## src/rtl/mem_arbiter.sv

```systemverilog
// ============================================================================
//  Module   : mem_arbiter
//  Purpose  : Two-port arbiter sharing one RAM between the instruction CMU
//             (port 0) and the data CMU (port 1). A granted port owns the RAM
//             for up to BURST_LEN acked beats. Every burst is followed by at
//             least one idle cycle.
//  Config   : MEM_ARBITER_RR_EN defined   -> round-robin on contention
//             MEM_ARBITER_RR_EN undefined -> fixed priority, port 1 wins
//  Revision : 1.0 - initial release
// ============================================================================
`default_nettype none

module mem_arbiter #(
    parameter int BURST_LEN = 4,
    parameter int AW        = 32,
    parameter int DW        = 32
) (
    input  logic          clk,
    input  logic          rst,

    input  logic          p0_cs,
    input  logic          p0_we,
    input  logic [AW-1:0] p0_addr,
    input  logic [DW-1:0] p0_din,
    output logic [DW-1:0] p0_dout,
    output logic          p0_ack,

    input  logic          p1_cs,
    input  logic          p1_we,
    input  logic [AW-1:0] p1_addr,
    input  logic [DW-1:0] p1_din,
    output logic [DW-1:0] p1_dout,
    output logic          p1_ack,

    output logic          ram_cs,
    output logic          ram_we,
    output logic [AW-1:0] ram_addr,
    output logic [DW-1:0] ram_din,
    input  logic [DW-1:0] ram_dout,
    input  logic          ram_ack,

    output logic [1:0]    grant
);

    // Beat counter is at least two bits wide so short bursts still count cleanly.
    localparam int              BEAT_W    = ($clog2(BURST_LEN) > 2) ? $clog2(BURST_LEN) : 2;
    localparam logic [BEAT_W-1:0] LAST_BEAT = BEAT_W'(BURST_LEN - 1);
    localparam logic [BEAT_W-1:0] BEAT_ONE  = BEAT_W'(1);

    typedef enum logic [1:0] {
        IDLE = 2'd0,
        OWN0 = 2'd1,
        OWN1 = 2'd2
    } state_t;

    state_t            state;
    logic [BEAT_W-1:0] beat;
    logic              pick_p1;   // arbitration result when leaving IDLE
    logic              own_cs;    // cs of whichever port currently owns the RAM

    // Both ports always see the RAM read data; the ack tells them whose it is.
    assign p0_dout = ram_dout;
    assign p1_dout = ram_dout;

    assign own_cs = (state == OWN1) ? p1_cs : p0_cs;

`ifdef MEM_ARBITER_RR_EN
    // last_grant: 0 = port 0 held the RAM last, 1 = port 1 held it last.
    logic last_grant;

    // On contention the port that did not own the previous burst wins.
    assign pick_p1 = p1_cs & (~p0_cs | ~last_grant);

    // Remember the owner each time a new grant is issued from IDLE.
    always_ff @(posedge clk or negedge rst) begin
        if (!rst) begin
            last_grant <= 1'b1;
        end else if ((state == IDLE) && (p0_cs || p1_cs)) begin
            last_grant <= pick_p1;
        end
    end
`else
    // Fixed priority: the data CMU wins whenever it asks.
    assign pick_p1 = p1_cs;
`endif

    // Ownership FSM with registered grant and beat counter.
    always_ff @(posedge clk or negedge rst) begin
        if (!rst) begin
            state <= IDLE;
            beat  <= '0;
            grant <= 2'b00;
        end else begin
            case (state)
                IDLE: begin
                    beat <= '0;
                    if (p0_cs || p1_cs) begin
                        if (pick_p1) begin
                            state <= OWN1;
                            grant <= 2'b10;
                        end else begin
                            state <= OWN0;
                            grant <= 2'b01;
                        end
                    end
                end
                OWN0, OWN1: begin
                    // Owner withdrew, or the last beat of the line was acked:
                    // release and force one idle cycle before the next grant.
                    if (!own_cs || (ram_ack && (beat == LAST_BEAT))) begin
                        state <= IDLE;
                        grant <= 2'b00;
                        beat  <= '0;
                    end else if (ram_ack) begin
                        beat <= beat + BEAT_ONE;
                    end
                end
                default: begin
                    state <= IDLE;
                    grant <= 2'b00;
                    beat  <= '0;
                end
            endcase
        end
    end

    // Route the owning port onto the RAM bus and steer the ack back to it.
    always_comb begin
        ram_cs   = 1'b0;
        ram_we   = 1'b0;
        ram_addr = '0;
        ram_din  = '0;
        p0_ack   = 1'b0;
        p1_ack   = 1'b0;
        case (state)
            OWN0: begin
                ram_cs   = p0_cs;
                ram_we   = p0_we;
                ram_addr = p0_addr;
                ram_din  = p0_din;
                p0_ack   = ram_ack;
            end
            OWN1: begin
                ram_cs   = p1_cs;
                ram_we   = p1_we;
                ram_addr = p1_addr;
                ram_din  = p1_din;
                p1_ack   = ram_ack;
            end
            default: begin
                ram_cs   = 1'b0;
            end
        endcase
    end

endmodule

`default_nettype wire
```

## config.mk

```make
export PLATFORM = sky130hd
export DESIGN_NAME = mem_arbiter
export DESIGN_NICKNAME = d
export VERILOG_FILES = /design/src/rtl/mem_arbiter.sv
export SDC_FILE = /design/constraint.sdc
export NUM_CORES = 1
export LEC_CHECK = 0
export CORE_AREA = 4 4 114 116
export CTS_CLUSTER_SIZE = 12
export DETAILED_ROUTE_END_ITERATION = 12
export DIE_AREA = 0 0 118 120
export HOLD_SLACK_MARGIN = 0.02
export RECOVER_POWER = 25
export SLEW_MARGIN = 40
export SYNTH_ARGS = -nofsm -noshare
export SYNTH_HDL_FRONTEND = slang
export SYNTH_SLANG_ARGS = --single-unit
```

## constraint.sdc

```tcl
create_clock -name clk -period 4.3 [get_ports clk]
set_input_delay 0.645 -clock clk [delete_from_list [all_inputs] [get_ports clk]]
set_output_delay 0.645 -clock clk [all_outputs]
set_load 0.03 [all_outputs]
```

# [Yosys cells after proc, flatten, opt, wreduce, memory -nomap -nowiden]
# Cells that the tools add are included.
[word_totals] out_inout_bits=134 reg_bits=4 word_cells=30
[op_classes] n_reduce_logical=7 addsub=1 muxes=14 eq_ne=6
[ops] op="case mux 32 bit (2 select lines)" n=2
[ops] op="2-to-1 mux 2 bit" n=6
[ops] op="equality test 2 bit (second input constant)" n=2
[ops] op="!= test 2 bit (second input constant)" n=2
[ops] op="case mux 1 bit (2 select lines)" n=2
[ops] op="case mux 2 bit (2 select lines)" n=1
[ops] op="2-to-1 mux 1 bit" n=3
[ops] op="!= test 3 bit (second input constant)" n=1
[ops] op="adder 2 x 1 -> 2 bit (second input constant)" n=1
[ops] op="equality test 2 x 1 -> 1 bit (second input constant)" n=1
[ops] op="zero test 2 bit" n=1
[ops] op="logical OR 1 bit" n=2
[ops] op="AND reduction 2 bit" n=1
[ops] op="OR reduction 2 bit" n=1
[ops] op="logical AND 1 bit" n=1
[ops] op="zero test 1 bit" n=1

# [Depth between registers and ports, before layout]
# Gate-level depths: netlist of the first run.
[logic_depth] ltp_word=6 mapped_depth=7 mapped_depth_nobuf=5

# [Least setup slack after synthesis of the first run]
# OpenSTA, ideal clock, no wires.
[synth_path] kind="reg-to-output" startpoint="register state[1]" endpoint="output ram_addr[0]" required_time_ps=3655 t_arrival_ps=1863 path_buffers=2 path_slack_ps=1792 stages_incl_launch_ff=6 cell_sequence="dfrtp_1 inv_1 ha_1 clkbuf_2 clkbuf_1 nor2b_1"
[synth_between] elab_chain_len=2 word_cells_on_any_way=3 cone_classes="eq/ne (2); mux (1)"
[synth_rtl] item="start: declaration" line="56" rtl="state_t state;"
[synth_rtl] item="start signal: assignment" line="90" rtl="state <= IDLE;"
[synth_rtl] item="start signal: assignment" line="99" rtl="state <= OWN1;"
[synth_rtl] item="start signal: assignment" line="102" rtl="state <= OWN0;"
[synth_rtl] item="equality test 2 bit / equality test 2 x 1 -> 1 bit (equally long branches)" line="135" rtl="case (state)"
[synth_rtl] item="case mux 32 bit (2 select lines) (*)" line="135"
[synth_rtl] item="end: declaration" line="37" rtl="output logic [AW-1:0] ram_addr,"
# Mark *: on every way between the ends. The rest lies on a longest branch, timed or not.

# [Worst setup path in the final report of the first run]
[layout_path] startpoint="register state[0]" endpoint="output ram_addr[4]"
# Same word-level chain as after synthesis.

==> results of run 1 <==
[metrics by stage]
step / util (%) / worst slack (ns) / power (uW) / std cells / hold WS, ns
4_1_cts: 30.3 / 0.676 / 2440 / 523 / 0.554
5_1_grt: 30.3 / 0.553 / 2570 / 523 / 0.588
6_report: 30.3 / 0.741 / 2410 / 523 / 0.540
2_1_floorplan: - / 1.79 / 1580 / 252 / 0.349
3_5_place_dp: 29.7 / 0.919 / 2290 / 520 / 0.534
3_3_place_gp: 29.6 / 0.967 / 2270 / 520 / 0.505
[flip-flops by register name (all words and copies together) (netlist names)]
name   count
beat       2
state      2
[how the worst max path moves through the flow]
stage | to | from
6_report | ram_addr[4] | state[0]
5_1_grt | ram_addr[4] | state[0]
4_1_cts | ram_addr[4] | state[0]
3_5_place_dp | ram_addr[4] | state[0]
3_3_place_gp | ram_addr[4] | state[0]
2_1_floorplan | ram_addr[0] | state[1]
[report_power, final]
group / total (uW) / internal (uW) / switching (uW)
Sequential: 70.3 / 51.8 / 18.5
Combinational: 2190 / 1000 / 1190
Clock: 144 / 119 / 25.0
[logic make-up after synthesis]
group | Yosys count | synth area share (%)
buf+inv | 88 | 32.9
simple gates | 79 | 26.4
compound gates | 73 | 30.1
fa+ha+maj | 5 | 3.37
flops | 4 | 5.40
mux | 2 | 1.35
xor+xnor | 1 | 0.472
[routing by layer]
layer / track usage [%] / up-vias / share of wire (%)
li1: - / 1072 / -
met1: 9.47 / 1027 / 32
met2: 22.4 / 190 / 54
met3: 5.75 / 10 / 13
met4: 1.25 / 0 / 0.59
met5: 0 / - / 0
[synthesized netlist by cell type]
library cell and instances:
o211ai_1 2, buf_6 2, clkbuf_2 1, inv_1 2, and3b_1 1, nand2_1 2, o21ai_0 1, clkbuf_1 8
buf_2 7, nor2_1 2, a31oi_1 1, and2_1 3, xnor2_1 1, o21ai_1 1, dfrtp_1 4, nand3b_1 1
and2_4 1, mux2i_1 1, ha_1 5, a21boi_4 1, nor2b_1 68, o211ai_2 1, a22oi_1 66, mux2_4 1
buf_4 68, nand3_1 1
[tightest hold or removal path: cells and delay by family, from the launching register on]
family	cells	cell delay [ns]
flops	1	0.34
mux	1	0.07
simple gates	1	0.08
[final cells by class]
type                    count  area, um2
multi-input cells         160       1150
well taps                 147        184
clock buffers               3       75.1
fillers                  1290       8300
repair buffers            207       2090
inverters                   2       7.51
flip-flops and latches      4        100
==> metrics.md, run 1 <==
| Metric | Value |
|---|---|
| Status | completed |
| Power per cell area | 667 nW/um2 |
| CP endpoint kind | output port |
| Critical path fanouts, max | 35 |
| Number of cell rows | 40 |
| Die Y | 120 um |
| DR iter-0 viols | 59 |
| Final HPWL DP | 6940 um |
| Routability cong. | between 0.7 and 0.8 |
| Synth top area share | 27.5% |
| P_leak | between 0.001 and 0.0015 uW |
| Critical path buffers and inverters | 3 |
| Max VDD drop | 0.000252 V |
| PostCTS Resize Cnt | 0 |
| Clock sink total | 4 |
| Share of layout cells above drive strength 1 | 3.46% |
| Number of global-route vias before repair | 2,441 |
| TritonCTS clock tree | built |
| Hold Path Stages | 2 |
| Grt total ovfl | 0 |
| Total number of vias | about 2,300 |
| Setup Skew | around 0.0023 ns |
| Clk buf depth | 2 |
| Sequence of cells on the critical path | inv_1 -> ha_2 -> buf_4 -> a22oi_1 -> nor2b_1 -> clkdlybuf4s50_1 |
| Mapped Avg Cell Area | 7.36 um2 |
| Flops & latches, synth | 4 |
| Minimum clock period after layout | 3.56 ns |
| WP depth | 6 |
| Clock root buffer | clkbuf_16 |
| Slew HR | 55.8% |
| H-tree lvl count | 1 |
| Largest net degree at the start of global routing | 38 |
| Reg2reg setup slack | 2.27 ns |
| Critical R2R Capture | state[1] |
| Syn Inst Count | roughly 250 |
| Number of I/O port buffers | 204 |
| Most common cell after layout, fill and taps aside | clkdlybuf4s50_1 |
| Synthesis Warnings | 0 |
| MaxCap Viol Count | 0 |
| CTS buffer count | 3 |
| Fin. Hold Viols | 0 |
| Routed vias/inst | roughly 4.4 |
| Post-synth cell types | 26 |
| Post-CTS Setup Inserts | 0 |
| Tcrit/Tclk final | between 80 and 90% |
| Largest cells by area after synthesis | buf_4 28%, a22oi_1 27%, nor2b_1 23% |
| First-pass GRT wire length | about 13,000 um |
| Total iterations of the first detailed-routing run | 4 |
| I/O pins | around 300 |
| Remaining DRCs | 0 |
| Worst Path Arrival | 2.91 ns |
| RSZ-0062 raised after global routing | no |
| Least-Margin Pin Slew | about 0.66 ns |
| Critical path required time | 3.65 ns |
| Delay-heaviest family, CP | buffers and inverters |
| Hold crit path type | reg -> reg |
| Fin area | 3610 um2 |
| All-Layer GR Usage | 10.9% |
| Worst flop-to-flop path startpoint | state[1] |
| Most frequent cells in the layout | 203 x clkdlybuf4s50_1, 68 x nor2b_1, 66 x a22oi_1, 4 x dfrtp_1 |
| Initial antenna violation count | 0 |
| Clock Pin Slew Worst Setup and Hold Paths | 0.03 ns |
| Syn Nets | 424 |
| Area leader, netlist | buf_4 |
| Reg2Reg Depth | 5 |
| DR WL/cell | 16.2 um |
| Synthesized area | 1850 um2 |
| Max Freq | 0.281 GHz |
| Area Growth Syn to Fin | 94.5% |
| Max Slew Vio Count | 0 |
| Starting Density | 15.6% |
| Layout Nets | 550 |
| Startpoint Class | flop |
| Die ar. | 14,200 um2 |
| # diodes | 0 |
| Dpl cell area | around 3500 um2 |
| CP max stage cell | clkdlybuf4s50_1 |
| Core box area | 11,900 um2 |
| Min-delay src | beat[1] |
| Fin Setup TNS | 0 ns |
| Die width | between 100 and 150 um |
| Final wirelength | 8480 um |
| Sequential area share after synthesis | 5.40% |
| WHS Endpoint | beat[1] |
| Later-pin clock latency in the skew report | ~0.22 ns |
| Final-report setup violation count | 0 |
| Critical Path Max Stage Delay | 0.68 ns |
| Kind of critical path | reg -> out |
| Hold bufs inserted after CTS | 0 |
| Final ANT Viol Nets | 0 |
Power figures use the tool's default switching activity.
==> inputs of run 2 (changes only) <==
--- a/config.mk
+++ b/config.mk
@@ -5,10 +5,10 @@
 export SDC_FILE = /design/constraint.sdc
 export NUM_CORES = 1
 export LEC_CHECK = 0
-export CORE_AREA = 4 4 114 116
+export CORE_AREA = 4 4 116 118
 export CTS_CLUSTER_SIZE = 12
 export DETAILED_ROUTE_END_ITERATION = 12
-export DIE_AREA = 0 0 118 120
+export DIE_AREA = 0 0 120 122
 export HOLD_SLACK_MARGIN = 0.02
 export RECOVER_POWER = 25
 export SLEW_MARGIN = 40
==> constraint.sdc (replaced) <==
create_clock -name clk -period 3.5 [get_ports clk]
set_input_delay 0.525 -clock clk [delete_from_list [all_inputs] [get_ports clk]]
set_output_delay 0.525 -clock clk [all_outputs]
set_load 0.03 [all_outputs]
==> run 2 against run 1 <==
Effect of this change: die area rose by 3.4%; flip-flop and latch count did not move; first-iteration DRC count rose by 47%; cell area rose by 1.2%; register-to-register slack got worse by 0.94 ns; critical path depth fell by 1; power rose by 24%; global-route usage fell by 0.48 points; clock power rose by 24%; sequential power rose by 24%; critical path type unchanged; highest routed layer unchanged.
==> metrics.md, run 2 (synthesis results as in run 1) <==
| Metric | Value |
|---|---|
| Status | completed (unchanged) |
| TritonCTS clock tree | built (unchanged) |
| Hold bufs inserted after CTS | 0 (unchanged) |
| Final-report setup violation count | 0 (unchanged) |
| Tcrit/Tclk final | between 80% and 90% |
| Initial antenna violation count | 0 (unchanged) |
| Area Growth Syn to Fin | 96.9% (was 94.5%) |
| Core box area | 12,500 um2 (was 11,900 um2) |
| Share of layout cells above drive strength 1 | 3.46% (unchanged) |
| Biggest regs | beat (2), state (2) (unchanged) |
| Final ANT Viol Nets | 0 (unchanged) |
| Starting Density | 14.9% (was 15.6%) |
| Minimum clock period after layout | 3.05 ns |
| Clock root buffer | clkbuf_16 (unchanged) |
| RSZ-0062 raised after global routing | no (unchanged) |
| Max Slew Vio Count | 0 (unchanged) |
| Most common cell after layout, fill and taps aside | clkdlybuf4s50_1 (unchanged) |
| Routability cong. | 0.754 (was 0.758) |
| Routed vias/inst | 4.11 (was 4.40) |
| Pre-CTS WS | 0.644 ns (was 0.919 ns) |
| CTS buffer count | 3 (unchanged) |
| Final HPWL DP | 6910 um (was 6940 um) |
| DR iter-0 viols | 87 (was 59) |
| Slew HR | 67.1% (was 55.8%) |
| Die width | 120 um (was 118 um) |
| Largest net degree at the start of global routing | 70 (was 38) |
| PostCTS Resize Cnt | 0 (unchanged) |
| Clock Pin Slew Worst Setup and Hold Paths | 0.03 ns (about the same) |
| Crit path launch | state[1] (was state[0]) |
| Worst Path Arrival | 2.52 ns (was 2.91 ns) |
| Post-CTS Setup Inserts | 0 (unchanged) |
| Total iterations of the first detailed-routing run | 6 (was 4) |
| MaxCap Viol Count | 0 (unchanged) |
| Later-pin clock latency in the skew report | 0.23 ns (was 0.22 ns) |
| Setup WS post-layout | 0.453 ns (was 0.741 ns) |
| # diodes | 0 (unchanged) |
| H-tree lvl count | 1 (unchanged) |
| Max Freq | roughly 0.33 GHz |
| Max VDD drop | 0.000289 V (was 0.000252 V) |
| All-Layer GR Usage | 10.4% (was 10.9%) |
| Most frequent cells in the layout | 203 x clkdlybuf4s50_1, 68 x nor2b_1, 66 x a22oi_1, 4 x dfrtp_1 (unchanged) |
| Min-delay src | beat[1] (unchanged) |
| P_leak | 0.00119 uW (about the same) |
| DR WL/cell | 15.6 um (was 16.2 um) |
| Least-Margin Pin Slew | 0.493 ns (was 0.663 ns) |
| Startpoint Class | flop (unchanged) |
| First-pass GRT wire length | 12,200 um (was 12,800 um) |
| Fin Setup TNS | 0 ns (unchanged) |
| Dpl cell area | 3580 um2 (was 3530 um2) |
| Number of I/O port buffers | 204 (unchanged) |
| Number of global-route vias before repair | 2,330 (was 2,441) |
| Grt total ovfl | 0 (unchanged) |
| Critical path required time | 2.97 ns (was 3.65 ns) |
| Kind of critical path | reg -> out (unchanged) |
| Clk buf depth | 2 (unchanged) |
| CP endpoint kind | output port (unchanged) |
| Die ar. | 14,600 um2 (was 14,200 um2) |
| Number of cell rows | 41 (was 40) |
| Die Y | 122 um (was 120 um) |
| I/O pins | 301 (unchanged) |
| Hold crit path type | reg -> reg (unchanged) |
| Fin area | 3650 um2 (was 3610 um2) |
| Worst flop-to-flop path startpoint | state[1] (unchanged) |
| Total number of vias | 2,250 (was 2,299) |
| Fin. Hold Viols | 0 (unchanged) |
| Setup Skew | 0.00228 ns (about the same) |
| Remaining DRCs | 0 (unchanged) |
| Final wirelength | 8570 um (was 8480 um) |
| Filler cells | 1,356 (was 1,290) |
| Clock sink total | 4 (unchanged) |
| Critical path fanouts, max | 36 (was 35) |
| Power per cell area | 816 nW/um2 (was 667 nW/um2) |
| Layout Nets | 550 (unchanged) |
==> run 2: cell counts in the layout (fill, tap and decap cells not counted) <==
Identical to the previous run, type by type.
==> run 2: cell type report <==
cell class,count,area [um2],area share [%]
Timing Repair Buffer,207,2100,57.6
Multi-Input combinational cell,160,1150,31.5
Tap cell,172,215,5.89
Sequential cell,4,100,2.74
Clock buffer,3,75.1,2.06
Inverter,2,7.51,0.206
==> run 2: per-layer routing <==
layer	vias up	part of all wire, %	track usage (%)
met5	-	0	0
met4	0	2.0	3.44
met3	18	14	4.74
met2	159	50	19.6
met1	1002	34	10.1
li1	1071	-	-
==> run 2: worst paths after layout <==
kind,cells past startpoint,endpoint,slack (ns)
max reg2reg,6,state[1],1.33
min reg2reg,2,beat[1],0.53
min in group asynchronous,1,beat[1],0.58
max,5,ram_din[27],0.45
min,2,beat[1],0.53
max in group asynchronous,1,state[0],2.74
==> run 2: power breakdown <==
group | internal [uW] | leakage, uW | switching, uW
combinational | 1240 | 0.00110 | 1470
sequential | 63.6 | 0.0000531 | 23.3
clock | 146 | 0.0000370 | 33.3
total | 1450 | 0.00119 | 1530
==> run 2: critical path: stages (launching register included) <==
cell and delay [ns]:
dfrtp_1 0.44, inv_1 0.10, ha_2 0.65, buf_12 0.23
nor2b_1 0.17, clkdlybuf4s50_1 0.69
==> run 2: through the flow <==
step           util (%)  power (uW)  instances  hold slack (ns)
2_1_floorplan         -        1950        252            0.229
4_1_cts            29.3        3040        548            0.513
6_report           29.3        2980        548            0.534
3_5_place_dp       28.7        2850        545            0.539
5_1_grt            29.3        3170        548            0.553
3_3_place_gp       28.7        2820        545            0.515
==> inputs of run 3 (changes only) <==
--- a/config.mk
+++ b/config.mk
@@ -5,6 +5,7 @@
 export SDC_FILE = /design/constraint.sdc
 export NUM_CORES = 1
 export LEC_CHECK = 0
+export ABC_AREA = 1
 export CORE_AREA = 4 4 116 118
 export CTS_CLUSTER_SIZE = 12
 export DETAILED_ROUTE_END_ITERATION = 12
==> constraint.sdc (replaced) <==
create_clock -name clk -period 3.7 [get_ports clk]
set_input_delay 0.555 -clock clk [delete_from_list [all_inputs] [get_ports clk]]
set_output_delay 0.555 -clock clk [all_outputs]
set_load 0.03 [all_outputs]
==> run 3 against run 2 <==
Effect of this change: via count up 9.8%; highest routed layer unchanged; global-route usage is 0.32 points lower; count of clock-buffer cells in the layout did not move; largest cell class unchanged; critical path type unchanged; worst hold slack improved by 0.0065 ns.
==> metrics.md, run 3 <==
| Metric | Value |
|---|---|
| # diodes | 0 (unchanged) |
| Die Y | 122 um (unchanged) |
| Most common flop cell mapped by yosys | dfrtp_1 (unchanged) |
| Clock sink total | 4 (unchanged) |
| Clock root buffer | clkbuf_16 (unchanged) |
| M1 WL | 2940 um (was 2900 um) |
| Hold crit path type | reg -> reg (unchanged) |
| Total number of vias | 2,470 (was 2,250) |
| First-pass GRT wire length | 12,200 um (about the same) |
| Synth top area share | 28.1% (was 27.5%) |
| Area Growth Syn to Fin | 92.2% (was 96.9%) |
| Placed cell count | 616 (was 545) |
| MaxCap Viol Count | 0 (unchanged) |
| Sequence of cells on the critical path | inv_1 -> ha_1 -> inv_2 -> buf_12 -> a21oi_1 -> clkdlybuf4s50_1 (was inv_1 -> ha_2 -> buf_12 -> nor2b_1 -> clkdlybuf4s50_1) |
| Area leader, netlist | buf_4 (unchanged) |
| Most common cell in the netlist | nand2_1 |
| Final wirelength | 8060 um (was 8570 um) |
| Starting Density | 15.2% (was 14.9%) |
| Die ar. | 14,600 um2 (unchanged) |
| Routed vias/inst | 3.99 (was 4.11) |
| Critical path required time | 3.14 ns (was 2.97 ns) |
| Sequential area share after synthesis | 5.28% (was 5.40%) |
| P_leak | 0.00130 uW (was 0.00119 uW) |
| Critical path buffers and inverters | 4 (was 3) |
| Clock Pin Slew Worst Setup and Hold Paths | 0.03 ns (about the same) |
| Worst flop-to-flop path startpoint | state[1] (unchanged) |
| Status | completed (unchanged) |
| Fin Setup TNS | 0 ns (unchanged) |
| CP endpoint kind | output port (unchanged) |
| Grt total ovfl | 0 (unchanged) |
| DR top layer | met4 (unchanged) |
| Layout Nets | 621 (was 550) |
| RSZ-0062 raised after global routing | no (unchanged) |
| Most common cell after layout, fill and taps aside | clkdlybuf4s50_1 (unchanged) |
| Slew HR | 55.2% (was 67.1%) |
| Fin. Hold Viols | 0 (unchanged) |
| Minimum clock period after layout | 3.07 ns |
| Tcrit/Tclk final | 82.9% |
| Number of I/O port buffers | 204 (unchanged) |
| Met2 WL | 3950 um (was 4310 um) |
| Multi-input gate area | 1140 um2 (was 1150 um2) |
| EDFF count, synth | 0 (unchanged) |
| Clk buf depth | 2 (unchanged) |
| Mapped Avg Cell Area | 5.93 um2 (was 7.36 um2) |
| H-tree lvl count | 1 (unchanged) |
| Async set-reset flop share out of synthesis | 100% (unchanged) |
| Share of layout cells above drive strength 1 | 9.40% (was 3.46%) |
| PostCTS Resize Cnt | 0 (unchanged) |
| Synthesis Warnings | 0 (unchanged) |
| Filler cells | 1,355 (was 1,356) |
| Max Freq | 0.326 GHz |
| Synthesized area | 1900 um2 (was 1850 um2) |
| Crit path launch | state[1] (unchanged) |
| WHS Endpoint | beat[1] (unchanged) |
| Min-delay src | beat[1] (unchanged) |
| Flops & latches, synth | 4 (unchanged) |
| Critical Path Max Stage Delay | 0.60 ns (was 0.69 ns) |
| DR WL/cell | 13.0 um (was 15.6 um) |
| Core box area | 12,500 um2 (unchanged) |
| WL met3 | 922 um (was 1190 um) |
| Post-CTS Setup Inserts | 0 (unchanged) |
| Largest cells by area after synthesis | buf_4 28%, nand2_1 26%, a21oi_1 13% (was buf_4 28%, a22oi_1 27%, nor2b_1 23%) |
| All-Layer GR Usage | 10.1% (was 10.4%) |
| Routability cong. | 0.755 (was 0.754) |
| Kind of critical path | reg -> out (unchanged) |
| Power per cell area | 614 nW/um2 (was 816 nW/um2) |
| Max VDD drop | 0.000289 V (about the same) |
| Setup Skew | 0.000414 ns (was 0.00228 ns) |
| Number of cell rows | 41 (unchanged) |
| Syn Nets | 492 (was 424) |
| Biggest regs | beat (2), state (2) (unchanged) |
| Remaining DRCs | 0 (unchanged) |
| Least-Margin Pin Slew | 0.672 ns (was 0.493 ns) |
| Critical R2R Capture | state[1] (unchanged) |
| Final-report setup violation count | 0 (unchanged) |
| Delay-heaviest family, CP | buffers and inverters (unchanged) |
| Reg2Reg Depth | 8 (was 6) |
| CTS buffer count | 3 (unchanged) |
| Number of global-route vias before repair | 2,508 (was 2,330) |
| CP max stage cell | clkdlybuf4s50_1 (unchanged) |
| Worst Path Arrival | 2.51 ns (was 2.52 ns) |
| DR iter-0 viols | 48 (was 87) |
| Final ANT Viol Nets | 0 (unchanged) |
| Syn Inst Count | 320 (was 252) |
| Later-pin clock latency in the skew report | 0.22 ns (was 0.23 ns) |
| Post-synth cell types | 19 (was 26) |
| Die width | 120 um (unchanged) |
| Total iterations of the first detailed-routing run | 4 (was 6) |
| Final HPWL DP | 6820 um (was 6910 um) |
| Hold Path Stages | 2 (unchanged) |
| Final Instance Count excl. Fillers | 619 (was 548) |
| Hold bufs inserted after CTS | 0 (unchanged) |
| Critical path fanouts, max | 38 (was 36) |
| Commonest cells in the netlist | 133 x nand2_1, 71 x buf_4, 48 x a21oi_1, 19 x a21oi_2, 10 x nand2_4 (was 68 x buf_4, 68 x nor2b_1, 66 x a22oi_1, 8 x clkbuf_1, 7 x buf_2) |
| Most frequent cells in the layout | 203 x clkdlybuf4s50_1, 133 x nand2_1, 48 x a21oi_1, 19 x a21oi_2, 10 x nand2_4 (was 203 x clkdlybuf4s50_1, 68 x nor2b_1, 66 x a22oi_1, 4 x dfrtp_1) |
| Initial antenna violation count | 0 (unchanged) |
| TritonCTS clock tree | built (unchanged) |
| Finished Core Util | 29.2% (was 29.3%) |
| Startpoint Class | flop (unchanged) |
| I/O pins | 301 (unchanged) |
| Max Slew Vio Count | 0 (unchanged) |
| Register area | 100 um2 (unchanged) |
| Largest net degree at the start of global routing | 39 (was 70) |
| Reg2reg setup slack | 1.79 ns (was 1.33 ns) |
## run 3: stage by stage
stage / power, uW / area (um2) / hold WS, ns / worst slack, ns
detailed placement: 2100 / 3570 / 0.536 / 0.831
floorplan: 1500 / 1900 / 0.259 / 1.31
global route: 2410 / 3640 / 0.582 / 0.490
finish: 2240 / 3640 / 0.540 / 0.631
global placement: 2070 / 3570 / 0.507 / 0.905
CTS: 2270 / 3640 / 0.542 / 0.586
## run 3: routing by layer
layer,GRT usage [%],vias to the layer above
li1,-,1197
met1,10.7,1082
met2,18.4,164
met3,3.62,27
met4,3.72,0
met5,0,-
## run 3: worst min-delay path, stage by stage (launching register included)
cell and delay, ns:
dfrtp_1 0.34, mux2i_1 0.07, nor2_1 0.08
## run 3: how the worst max path moves through the flow
stage | end | slack (ns) | depth (start not counted)
3_5_place_dp | ram_din[22] | 0.83 | 6
2_1_floorplan | ram_addr[1] | 1.31 | 6
3_3_place_gp | ram_din[25] | 0.90 | 6
6_report | ram_din[22] | 0.63 | 6
4_1_cts | ram_din[22] | 0.59 | 6
5_1_grt | ram_addr[10] | 0.49 | 6
## run 3: kinds of logic (layout without fill, tap and decap cells)
family                     count (synthesis)  count (layout)  share of synthesized area (%)
AOI/OAI and AO/OA                         67              67                           21.4
xor gates and xnor gates                   1               1                          0.462
muxes                                      1               1                          0.528
buffers and inverters                     92             219                           35.1
and+or+nand+nor                          150             150                           33.9
adders and majority gates                  5               5                           3.30
DFF                                        4               4                           5.28
## run 3: final cells by class
class / count / area share [%]
Clock buffer: 3 / 2.06
Inverter: 7 / 0.721
Multi-Input combinational cell: 224 / 31.2
Sequential cell: 4 / 2.75
Tap cell: 172 / 5.90
Timing Repair Buffer: 209 / 57.4
## run 3: where the power goes
| group | internal (uW) | switching, uW |
|---|---|---|
| logic | 748 | 1250 |
| clock network | 138 | 29.4 |
| registers | 58.1 | 15.7 |
| total | 944 | 1290 |
